$ cat src/rtl/fma_seq_mac.sv
// Sequential signed a*b+c via sign-magnitude shift-add multiply; out_valid rises WIDTH+3 edges after accept.
// One operation in flight: in_ready only in IDLE, result held in DONE until out_ready consumes it.
module fma_seq_mac #(
  parameter int WIDTH = 8
) (
  input  logic               clk,
  input  logic               rst,
  input  logic               in_valid,
  output logic               in_ready,
  input  logic [WIDTH-1:0]   a,
  input  logic [WIDTH-1:0]   b,
  input  logic [WIDTH-1:0]   c,
  output logic               out_valid,
  input  logic               out_ready,
  output logic [2*WIDTH-1:0] out,
  output logic               busy
);
  localparam int CW = $clog2(WIDTH + 1);
  localparam logic [WIDTH-1:0]   ONE_W = {{(WIDTH-1){1'b0}}, 1'b1};
  localparam logic [2*WIDTH-1:0] ONE_P = {{(2*WIDTH-1){1'b0}}, 1'b1};
  localparam logic [CW-1:0]      ONE_C = {{(CW-1){1'b0}}, 1'b1};
  localparam logic [CW-1:0]      LAST  = CW'(WIDTH - 1);

  typedef enum logic [2:0] {IDLE, ABS, MUL, SIGN, ADD, DONE} state_t;

  state_t             state;
  logic [WIDTH-1:0]   ra, rb, rc;
  logic [WIDTH-1:0]   mag_a, mag_b;
  logic               sign;
  logic [2*WIDTH-1:0] prod;
  logic [CW-1:0]      count;

  always_ff @(posedge clk or posedge rst) begin
    if (rst) begin
      state     <= IDLE;
      ra        <= '0;
      rb        <= '0;
      rc        <= '0;
      mag_a     <= '0;
      mag_b     <= '0;
      sign      <= 1'b0;
      prod      <= '0;
      count     <= '0;
      out       <= '0;
      out_valid <= 1'b0;
    end else begin
      case (state)
        IDLE: begin
          if (in_valid) begin
            ra    <= a;
            rb    <= b;
            rc    <= c;
            state <= ABS;
          end
        end
        ABS: begin
          // The most negative operand maps to 2^(WIDTH-1), still representable unsigned.
          mag_a <= ra[WIDTH-1] ? (~ra + ONE_W) : ra;
          mag_b <= rb[WIDTH-1] ? (~rb + ONE_W) : rb;
          sign  <= ra[WIDTH-1] ^ rb[WIDTH-1];
          prod  <= '0;
          count <= '0;
          state <= MUL;
        end
        MUL: begin
          if (mag_b[0])
            prod <= prod + ({{WIDTH{1'b0}}, mag_a} << count);
          mag_b <= mag_b >> 1;
          count <= count + ONE_C;
          if (count == LAST)
            state <= SIGN;
        end
        SIGN: begin
          if (sign)
            prod <= ~prod + ONE_P;
          state <= ADD;
        end
        ADD: begin
          out       <= prod + {{WIDTH{rc[WIDTH-1]}}, rc};
          out_valid <= 1'b1;
          state     <= DONE;
        end
        DONE: begin
          if (out_ready) begin
            out_valid <= 1'b0;
            state     <= IDLE;
          end
        end
        default: state <= IDLE;
      endcase
    end
  end

  assign busy     = (state != IDLE);
  assign in_ready = (state == IDLE);

endmodule

$ cat config.mk
export PLATFORM = sky130hd
export DESIGN_NAME = fma_seq_mac
export DESIGN_NICKNAME = d
export VERILOG_FILES = /design/src/rtl/fma_seq_mac.sv
export SDC_FILE = /design/constraint.sdc
export NUM_CORES = 1
export LEC_CHECK = 0
export BUFFER_PORTS_ARGS = -buffer_cell sky130_fd_sc_hd__buf_2
export CAP_MARGIN = 10
export CORE_MARGIN = 2
export CORE_UTILIZATION = 65
export DETAILED_ROUTE_END_ITERATION = 10
export PLACE_DENSITY = 0.83
export SLEW_MARGIN = 20
export SYNTH_ARGS = -nofsm -noshare
export SYNTH_HDL_FRONTEND = slang
export SYNTH_SLANG_ARGS = --single-unit
$ cat constraint.sdc
create_clock -name clk -period 4.96 [get_ports clk]
set_clock_uncertainty 0.15 [all_clocks]
set_input_delay 0.248 -clock clk [delete_from_list [all_inputs] [get_ports clk]]
set_output_delay 0.248 -clock clk [all_outputs]
set_load 0.02 [all_outputs]
[After elaboration in Yosys (flattened, before gate mapping)]
Index checks and enable logic that the tools add are counted.
Storage, ports and cells
  bits in latches: 0
  memory bits (read-only): 0
  output and inout port bits: 19
  flip-flop bits (word level): 81
  RAM bits: 0
  word-level logic and storage cells: 55
  memories: 0
  input port bits: 28
Operators by class
  shifts and indexed selects: 1
  multiply operators: 0
  divide/modulo/power cells: 0
  reduce and logical (&&, ||, !) cells: 9
  order comparisons: 0
  add/subtract/negate cells: 6
  mux-type cells: 13
  equal/unequal tests: 11
  bitwise gates (word level): 4
Operators with widths (count)
  16-bit case mux with 3 select lines: 1
  16-bit adder: 2
  16-bit two-way mux: 2
  3-bit case mux with 6 select lines: 1
  16-bit by 1-bit adder with 16-bit output, second input constant: 1
  8-bit by 1-bit adder with 8-bit output, second input constant: 2
  8-bit two-way mux: 2
  16-bit NOT: 1
  8-bit NOT: 2
  8-bit case mux with 2 select lines: 1
  8-bit by 4-bit << shifter with 16-bit output: 1
  2-bit inequality test, second input constant: 5
  3-bit two-way mux: 3
  4-bit case mux with 2 select lines: 1
  3-bit by 2-bit equality test with 1-bit output, second input constant: 2
  3-bit equality test, second input constant: 2
  3-bit AND reduction: 2
  3-bit nonzero test: 2
  4-bit by 1-bit adder with 4-bit output, second input constant: 1
  4-bit by 3-bit equality test with 1-bit output, second input constant: 1
  2-bit AND reduction: 2
  2-bit nonzero test: 2
  3-bit by 1-bit equality test with 1-bit output, second input constant: 1
  3-bit zero test: 1
  other kinds (3): 3

[Depth between registers and ports, before layout]
Gate-level depths: netlist (run 1).
  word-level depth: 4
  depth in mapped cells: 16
  depth with buffers taken out: 14

[Least setup slack after synthesis (run 1)]
No wires, ideal clock.
  path type: register to register
  from: register count[1]
  to: register prod[15]
  data arrival time: 3042 ps
  required time: 4676 ps
  library setup time: 134 ps
  buffers on the path: 2
  cell stages (with the launch flop): 15
  setup slack: 1634 ps
  period minus slack after synthesis: 3326 ps
  cells stage by stage: dfrtp_1 -> clkbuf_1 -> clkbuf_1 -> mux2i_1 -> mux2_2 -> mux2i_1 -> and2_1 -> ha_1 -> nand3_1 -> o211ai_1 -> a31oi_1 -> o31ai_1 -> a31oi_1 -> xnor2_1 -> o21ai_0
Between the ends
  cells in the longest elaborated chain, start to end: 4
RTL lines
  start: declaration: line 31  | logic [CW-1:0] count;
  start signal: assignment: line 69  | count <= count + ONE_C;
  8-bit by 4-bit << shifter with 16-bit output: line 67  | prod <= prod + ({{WIDTH{1'b0}}, mag_a} << count);
  16-bit adder: line 67
  16-bit two-way mux: line 66  | if (mag_b[0])
  16-bit case mux with 3 select lines: line 47  | case (state)
  end signal: assignment: line 67
  end signal: assignment: line 75  | prod <= ~prod + ONE_P;
  end: declaration: line 30  | logic [2*WIDTH-1:0] prod;
No other way between the ends. The select of a mux whose other input is x is not followed.
A chain may end at the register's enable or synchronous reset.

[Worst setup path in the final report (run 1)]
  from: register count[1]
  to: register prod[14]
The elaborated chain is that of the path after synthesis.

==> impl_metrics.ini, run 1 <==
[floorplan]
core_um2 = 8130
die_h_um = 95.3
die_x_um = 95.3
fp-row-count = 33
io_pins = 47
initial_core_util_pct = 66.6
die_area_um2 = 9080

[global_routing]
grt_max_degree = 82
grt_pass1_vias = 4596
grt_overflow_total = 0
grt_pass1_wl_mm = 21.0
antenna_found_initial = 0
track_usage_pct = 29.7

[clocking]
cts_tree = done
postCtsSetupRepairBufs = 0
numCtsBuffers = 9
cts-resized-gates = 0
cts_max_path_buffers = 2
cts_num_sinks = 81
ctsHtreeMaxLevel = 3
cts.clk_slew.worst_paths_ns = 0.09
cts_root_buffer = clkbuf_8
clk-insertion-delay-late_ns = 0.37
cts_hold_buf = 24

[final_layout]
layout-drive-gt1-share_pct = 14.4
num-fill-cells = 571
area.growth.synth_to_final_pct = 12.9
diodes = 0
nets = 734

[sta]
slew_viol_final = 0
whs_ns = 0.0338
setup_slack_ns = 1.23
setup_violations = 0
max_freq_mhz = 268
period_needed_ns = 3.73
post-route-period-util_pct = 75.3
slew_headroom_pct = 33.3
worst_pin_slew_ns = 1.00
rsz0062_at_grt = no
hold_viol = 0
tns_ns = 0

[setup_path]
critPathRequiredTime_ns = 5.06
cp_slowest_cell = dfrtp_1
crit_top_cell = nor2_1
critPathBufInv = 0
critPathCaptureType = flip-flop
setup.worst_path.start_class = flip-flop
crit_type = flip-flop to flip-flop
slowest_delay_ns = 0.68
r2r_cells = 12
reg2reg_slack_ns = 1.23
r2r-end = prod[14]
crit_family = compound AO/OA/AOI/OAI gates
path_cells = mux2_2 -> mux2i_1 -> nor2_1 -> a21oi_1 -> nor2_1 -> ha_1 -> a211oi_1 -> o21bai_1 -> o31a_1 -> a221oi_1 -> xor2_1 -> o21ai_0
crit_arrival_ns = 3.83
cp_max_fo = 16
r2r-start = count[1]

[worst_hold_path]
worstHoldStart = out_ready
hold_end = state[2]
holdPathStages = 4
min_path_type = input pin to flip-flop

[power]
finalPower_uw = 4220
p_leak_uw = 0.00279
p_per_area_nw_per_um2 = 690
ir_drop_uv = 427

[logic_synthesis]
post_synth.cell_area_avg_um2 = 8.81
netlist_top_cells_count = dfrtp_1, nand2_1, o21ai_0, nor2_1, a21oi_1
ys_seq_area_share_pct = 37.4
synth_fp_nets = 679
synth_edf_count = 0
synth_cell_types = 52
syn_area_um2 = 5420
synth-main-ff-cell = dfrtp_1
synth.area.top_cells = dfrtp_1, ha_1, o21ai_0
yosys_register_bits = 81
synthArstFlopShare_pct = 100
synth_cells = 615
synth_top_area_cell = dfrtp_1
ys_warn_count = 0
synth_top_area_share_pct = 37.4
yosysMostFrequentCell = dfrtp_1

[route]
via_count = 4735
dr.first_iter.drc_count = 322
post-route-drc-count = 0
drtPass1Iterations = 5
totalWireLength_mm = 12.6
wl_per_cell_um = 16.1
viasPerCell = 6.07
detail-route-antenna-nets = 0

[placed_design]
dp_hpwl_mm = 8.95
gp_congestion = 0.949
pre_cts_ws_ns = 1.36
portBuffers = 46

[outcome]
status = finished clean

[flow_run]
drv_cap = 0
state kept, by name (all words and copies together), names as in the netlist:
signal	count
state	3
rb	8
count	4
prod	16
out_valid	1
mag_b	8
sign	1
ra	8
out	16
mag_a	8
rc	8
final cells by class:
type / count / area, um^2 / area share, %
Multi-Input combinational cell: 484 / 3210 / 52.4
Sequential cell: 81 / 2030 / 33.1
Timing Repair Buffer: 75 / 514 / 8.40
Clock buffer: 11 / 131 / 2.15
Tap cell: 105 / 131 / 2.15
Inverter: 19 / 72.6 / 1.19
Clock inverter: 5 / 38.8 / 0.634
layout by cell type (no fill, tap or decap), drive strengths merged, types with 3 or more instances in the layout:
cell type | Yosys | final
buf | 5 | 50
nand2 | 80 | 80
o41ai | 4 | 4
a31oi | 5 | 5
xor2 | 20 | 20
nand2b | 7 | 7
clkinv | 0 | 3
o211ai | 5 | 5
o32ai | 3 | 3
dfrtp | 81 | 81
clkbuf | 26 | 11
nor2b | 7 | 7
a211oi | 8 | 8
o21a | 7 | 7
a21o | 7 | 7
o22ai | 8 | 8
inv | 19 | 20
nor2 | 38 | 38
a22o | 4 | 4
or3 | 9 | 9
xnor2 | 13 | 13
nand3 | 8 | 8
o21bai | 6 | 6
nand4 | 4 | 4
mux2 | 26 | 26
nor3 | 20 | 20
mux2i | 12 | 12
a22oi | 6 | 6
o21ai | 72 | 72
a21oi | 35 | 35
o31ai | 9 | 9
ha | 34 | 34
dlygate4sd3 | 0 | 25
and2 | 5 | 5
power breakdown:
group | switching [uW] | internal (uW) | total [uW]
clock | 262 | 186 | 448
sequential | 363 | 954 | 1320
combinational | 1400 | 1060 | 2460
through the flow:
step | area, um^2 | utilization, % | std cells
after floorplan | 5420 | - | 615
after global placement | 5700 | 70.0 | 739
after detailed placement | 5700 | 70.0 | 739
after CTS | 6110 | 75.1 | 779
after global routing | 6120 | 75.3 | 780
final | 6120 | 75.3 | 780
worst max-delay path by stage:
stage                         from        to  cells past startpoint  slack [ns]
after floorplan           count[1]  prod[15]                     14        1.63
after global routing      count[1]  prod[14]                     12        0.98
final                     count[1]  prod[14]                     12        1.23
after CTS                 count[1]  prod[14]                     12        1.32
after global placement    count[1]  prod[14]                     12        1.50
after detailed placement  count[1]  prod[14]                     12        1.36
metal layers:
layer | part of all wire, % | up-vias | track usage (%)
li1 | - | 2327 | -
met4 | 2.2 | 0 | 9.30
met3 | 3.7 | 25 | 5.61
met5 | 0 | - | 0
met2 | 52 | 122 | 53.0
met1 | 42 | 2261 | 36.0
kinds of logic (layout without fill, tap and decap cells):
| kind of cell | after synthesis | after routing | synth area share, % |
|---|---|---|---|
| AO/OA/AOI/OAI | 187 | 187 | 21.3 |
| XOR/XNOR | 33 | 33 | 5.33 |
| adder cells (fa/ha/maj) | 36 | 36 | 8.59 |
| buffers and inverters | 50 | 110 | 3.55 |
| AND/OR/NAND/NOR | 190 | 190 | 16.2 |
| flip-flops | 81 | 81 | 37.4 |
| multiplexers | 38 | 38 | 7.62 |
worst min-delay path: stages:
cell and delay [ns]:
buf_2 0.11, nand2_1 0.06, nand2_1 0.06, nand2_1 0.05
No activity file was read; power rests on OpenSTA's default activity.
==> inputs of run 2 (changes only) <==
Settings changed: ABC_AREA from default to 1, CORE_UTILIZATION 65 to 61, PLACE_DENSITY 0.83 to 0.78.
Clock period 4.96 ns to 3.46 ns, I/O delays scaled along.
==> impl_metrics.ini, run 2 <==
[final_layout]
layout-drive-gt1-share_pct = 14.6
final_cell_mix = nand2_1, inv_1, dfrtp_1
area.growth.synth_to_final_pct = 13.1
reg.largest.list = out x16, prod x16
final_common_cell = nand2_1
num-fill-cells = 741
final_util_pct = 71.9
diodes = 0
fin_area_um2 = 6700
nets = 937

[sta]
slew_viol_final = 0
whs_ns = 0.327
max_freq_mhz = 325
rsz0062_at_grt = no
setup_violations = 0
hold_viol = 0
worst_pin_slew_ns = 0.973
slew_headroom_pct = 34.9
period_needed_ns = 3.08
tns_ns = 0
post-route-period-util_pct = 89.0

[route]
totalWireLength_mm = 15.4
drtPass1Iterations = 5
detail-route-antenna-nets = 0
dr.first_iter.drc_count = 314
via_count = 5681
post-route-drc-count = 0
viasPerCell = 5.64
wl_per_cell_um = 15.3

[logic_synthesis]
yosysMostFrequentCell = nand2_1
synthArstFlopShare_pct = 100
post_synth.cell_area_avg_um2 = 7.37
syn_area_um2 = 5930
synth_cells = 804
yosys_register_bits = 81
netlist_top_cells_count = nand2_1, inv_1, dfrtp_1, nor2_1, nand3_1
synth_edf_count = 0
synth-xor-area-share_pct = 2.51
synth.area.top_cells = dfrtp_1, nand2_1, ha_1
synth_cell_types = 50
muxShareOfSynthArea_pct = 2.45
synthSimpleGateAreaFrac_pct = 28.0
synth_compound_area_share_pct = 16.9
synth_fp_nets = 868
synthAdderAreaFrac_pct = 7.85
synth_top_family_by_area = simple AND/OR/NAND/NOR gates
synth_top_area_share_pct = 34.2
synth-main-ff-cell = dfrtp_1
ys_warn_count = 0
ys_seq_area_share_pct = 34.2
synth_top_area_cell = dfrtp_1

[placed_design]
dp_hpwl_mm = 11.2
dpl-instance-area_um2 = 6230
portBuffers = 46
gp_congestion = 0.889

[floorplan]
die_x_um = 103
fp-row-count = 35
io_pins = 47
die_h_um = 103
die_area_um2 = 10500
core_um2 = 9330
initial_core_util_pct = 63.5

[setup_path]
critPathRequiredTime_ns = 3.59
crit_arrival_ns = 3.20
cp_max_fo = 12
critPathCaptureType = flip-flop
setup.worst_path.start_class = flip-flop
crit_type = flip-flop to flip-flop
crit_cells = 15
crit_top_cell = inv_1
r2r-start = count[1]
crit_family = compound AO/OA/AOI/OAI gates
r2r_cells = 15
path_cells = inv_1 -> o21ai_0 -> inv_1 -> o21ai_0 -> o22ai_1 -> ha_1 -> nand2_1 -> inv_1 -> a21oi_1 -> nand2_1 -> a21oi_1 -> inv_1 -> nand2_1 -> nand3_1 -> a21oi_2
r2r-end = prod[15]
reg2reg_slack_ns = 0.38
critPathBufInv = 4
cp_slowest_cell = dfrtp_1
slowest_delay_ns = 0.58

[worst_hold_path]
min_path_type = flip-flop to flip-flop
worstHoldStart = out[9]
hold_end = out[9]
holdPathStages = 2

[global_routing]
grt-busiest-layer = met2
grt_max_degree = 61
grt_pass1_wl_mm = 25.6
antenna_found_initial = 0
use_met1_pct = 38.9
grt_overflow_total = 0
grt_pass1_vias = 5478
use_met2_pct = 56.2
grt_util_met3_pct = 3.59
track_usage_pct = 31.0

[clocking]
cts_root_buffer = clkbuf_8
cts_max_path_buffers = 2
cts_tree = done
numCtsBuffers = 9
clk-insertion-delay-late_ns = 0.36
cts.clk_slew.worst_paths_ns = 0.09
ctsHtreeMaxLevel = 3
postCtsSetupRepairBufs = 0
cts_num_sinks = 81

[power]
p_leak_uw = 0.00348
ir_drop_uv = 674
p_per_area_nw_per_um2 = 1060

[outcome]
status = finished clean

[flow_run]
drv_cap = 0
## run 2: cell types whose count changed in the layout (fill, tap and decap cells not counted), sizes merged, moves of 9 or more
cell and delta:
o21ai -18, nand3 +55, a21oi +29, inv +79, mux2 -17, or3 -9
mux2i -11, nand2 +130, nor2 +41
## run 2: cell type report
class | count | area, um^2 | share of cell area [%]
Inverter | 99 | 375 | 5.60
Multi-Input combinational cell | 606 | 3420 | 51.0
Timing Repair Buffer | 76 | 523 | 7.80
Sequential cell | 81 | 2030 | 30.2
Tap cell | 129 | 161 | 2.41
Clock buffer | 12 | 165 | 2.46
Clock inverter | 4 | 33.8 | 0.504
## run 2: how the worst max path moves through the flow
stage	from	endpoint
3_5_place_dp	count[1]	prod[15]
2_1_floorplan	count[0]	prod[10]
5_1_grt	count[1]	prod[15]
4_1_cts	count[1]	prod[15]
6_report	count[1]	prod[15]
3_3_place_gp	count[1]	prod[11]
## run 2: kinds of logic after synthesis
kind of cell,count (synthesis)
and+or+nand+nor,385
AOI/OAI and AO/OA,158
buffers and inverters,117
DFF,81
adders and majority gates,36
xor gates and xnor gates,17
muxes,10
## run 2: worst min-delay path, cell delays in order (launching register included)
cell	delay [ns]
dfrtp_1	0.35
nand2_1	0.05
nand2_1	0.05
## run 2: power by group
part	switching, uW	internal [uW]
Sequential	463	1390
Combinational	2880	1660
Clock	377	326
Total	3720	3370
## run 2: per-stage QoR
step / worst slack [ns] / total power [uW] / cells
after floorplan: 0.841 / 5270 / 804
after global placement: 0.606 / 6130 / 964
after detailed placement: 0.461 / 6270 / 964
after CTS: 0.425 / 7020 / 1007
after global routing: 0.0379 / 7720 / 1007
final: 0.382 / 7090 / 1007
## run 2: repair_timing
| item | in CTS | in global routing |
|---|---|---|
| gates resized for setup | 0 | 0 |
| hold buffers | 27 | 0 |
| endpoints found under the hold margin | 84 | 0 |
## run 2: metal layers
| metal | up-vias | routed length [um] |
|---|---|---|
| met2 | 185 | 7840 |
| met3 | 31 | 634 |
| li1 | 2809 | - |
| met1 | 2656 | 6610 |
| met5 | - | 0 |
| met4 | 0 | 278 |
==> inputs of run 3 (changes only) <==
Settings changed: PLACE_DENSITY 0.78 to 0.81.
==> impl_metrics.ini, run 3 (same netlist as run 2, synthesis figures left out) <==
[sta]
period_needed_ns = 3.01
setup_violations = 0
tns_ns = 0
slew_viol_final = 0
slew_headroom_pct = 36.8
hold_viol = 0
post-route-period-util_pct = 87.1
rsz0062_at_grt = no
max_freq_mhz = 332
worst_pin_slew_ns = 0.944

[clocking]
cts-resized-gates = 0
clk-insertion-delay-late_ns = 0.37
cts_tree = done
cts_max_path_buffers = 2
cts.clk_slew.worst_paths_ns = 0.09
numCtsBuffers = 9
cts_root_buffer = clkbuf_8
ctsHtreeMaxLevel = 3
cts_num_sinks = 81
cts_hold_buf = 27
postCtsSetupRepairBufs = 0

[global_routing]
grt_overflow_total = 0
track_usage_pct = 31.3
grt-busiest-layer = met2
use_met1_pct = 39.3
grt_util_met3_pct = 4.81
grt_max_degree = 58
grt_pass1_wl_mm = 25.7
use_met2_pct = 52.8
grt_pass1_vias = 5488
antenna_found_initial = 0

[final_layout]
final_common_cell = nand2_1
diodes = 0
area.growth.synth_to_final_pct = 13.2
nets = 936
reg.largest.list = out x16, prod x16
final_cell_mix = nand2_1, inv_1, dfrtp_1
layout-drive-gt1-share_pct = 14.5
fin_area_um2 = 6710

[power]
p_leak_uw = 0.00348
p_per_area_nw_per_um2 = 1060
ir_drop_uv = 632

[placed_design]
gp_congestion = 0.954
portBuffers = 46
dpl-instance-area_um2 = 6230
dp_hpwl_mm = 11.1

[worst_hold_path]
worstHoldStart = out_ready
min_path_type = input pin to flip-flop
holdPathStages = 4
hold_end = state[2]

[route]
drtPass1Iterations = 5
via_count = 5719
wl_per_cell_um = 15.2
viasPerCell = 5.68
detail-route-antenna-nets = 0
post-route-drc-count = 0
dr.first_iter.drc_count = 325
totalWireLength_mm = 15.3

[floorplan]
io_pins = 47
die_area_um2 = 10500
die_h_um = 103
fp-row-count = 35
core_um2 = 9330
die_x_um = 103
initial_core_util_pct = 63.5

[setup_path]
reg2reg_slack_ns = 0.45
crit_cells = 17
cp_max_fo = 10
r2r-end = prod[7]
critPathBufInv = 4
critPathRequiredTime_ns = 3.60
slowest_delay_ns = 0.54
crit_type = flip-flop to flip-flop
r2r-start = count[0]
crit_arrival_ns = 3.15
path_cells = inv_2 -> nand2_1 -> inv_1 -> o21ai_0 -> inv_1 -> o21ai_0 -> nor2_1 -> ha_1 -> nand2_1 -> inv_1 -> a21oi_1 -> nand2_1 -> a21oi_1 -> o21ai_0 -> o21ai_1 -> nand2_1 -> o21ai_0
cp_slowest_cell = dfrtp_1
critPathCaptureType = flip-flop
crit_family = compound AO/OA/AOI/OAI gates
r2r_cells = 17
setup.worst_path.start_class = flip-flop

[flow_run]
drv_cap = 0

[outcome]
status = finished clean
==> run 3: cell count changes in the layout (fill, tap and decap cells not counted) <==
cell        before  now
bufinv_16        0    1
clkinvlp_4       1    0
clkbuf_8        12   10
clkinv_4         2    1
inv_6            1    2
clkinv_2         1    2
buf_4            3    2
inv_8            0    1
==> run 3: power by group <==
group          internal [uW]  switching, uW  leakage (uW)
registers               1390            467      0.000983
clock network            364            400      0.000109
logic                   1660           2860       0.00239
==> run 3: worst register-to-register path: stages, from the launching register on <==
cell and delay [ns]:
dfrtp_1 0.54, inv_2 0.15, nand2_1 0.14, inv_1 0.05, o21ai_0 0.21, inv_1 0.08
o21ai_0 0.22, nor2_1 0.07, ha_1 0.34, nand2_1 0.14, inv_1 0.06, a21oi_1 0.14
nand2_1 0.12, a21oi_1 0.17, o21ai_0 0.13, o21ai_1 0.10, nand2_1 0.06, o21ai_0 0.07
==> run 3: per-layer routing <==
metal | part of all wire, % | up-vias
met5 | 0 | -
met3 | 4.6 | 57
met4 | 4.1 | 0
li1 | - | 2810
met1 | 43 | 2664
met2 | 49 | 188
==> run 3: layout make-up <==
cell class | count | area, um^2
multi-input cells | 606 | 3420
fillers | 693 | 2620
flip-flops and latches | 81 | 2030
repair buffers | 75 | 515
inverters | 99 | 375
well taps | 129 | 161
clock buffers | 10 | 138
clock inverters | 6 | 72.6
==> run 3: worst max path at each step <==
stage	from	endpoint
floorplan	count[0]	prod[10]
global placement	count[1]	prod[11]
detailed placement	count[0]	prod[10]
CTS	count[0]	prod[10]
global route	count[1]	prod[7]
finish	count[0]	prod[7]
==> run 3: stage by stage <==
step / power, uW / setup slack, ns / utilization, % / hold WS [ns] / instances
floorplan: 5270 / 0.841 / - / 0.172 / 804
global placement: 6110 / 0.609 / 66.7 / 0.255 / 963
detailed placement: 6230 / 0.505 / 66.7 / 0.259 / 963
CTS: 7070 / 0.481 / 71.9 / 0.0227 / 1006
global route: 7820 / 0.0916 / 71.9 / 0.0685 / 1006
finish: 7130 / 0.446 / 71.9 / 0.0468 / 1006
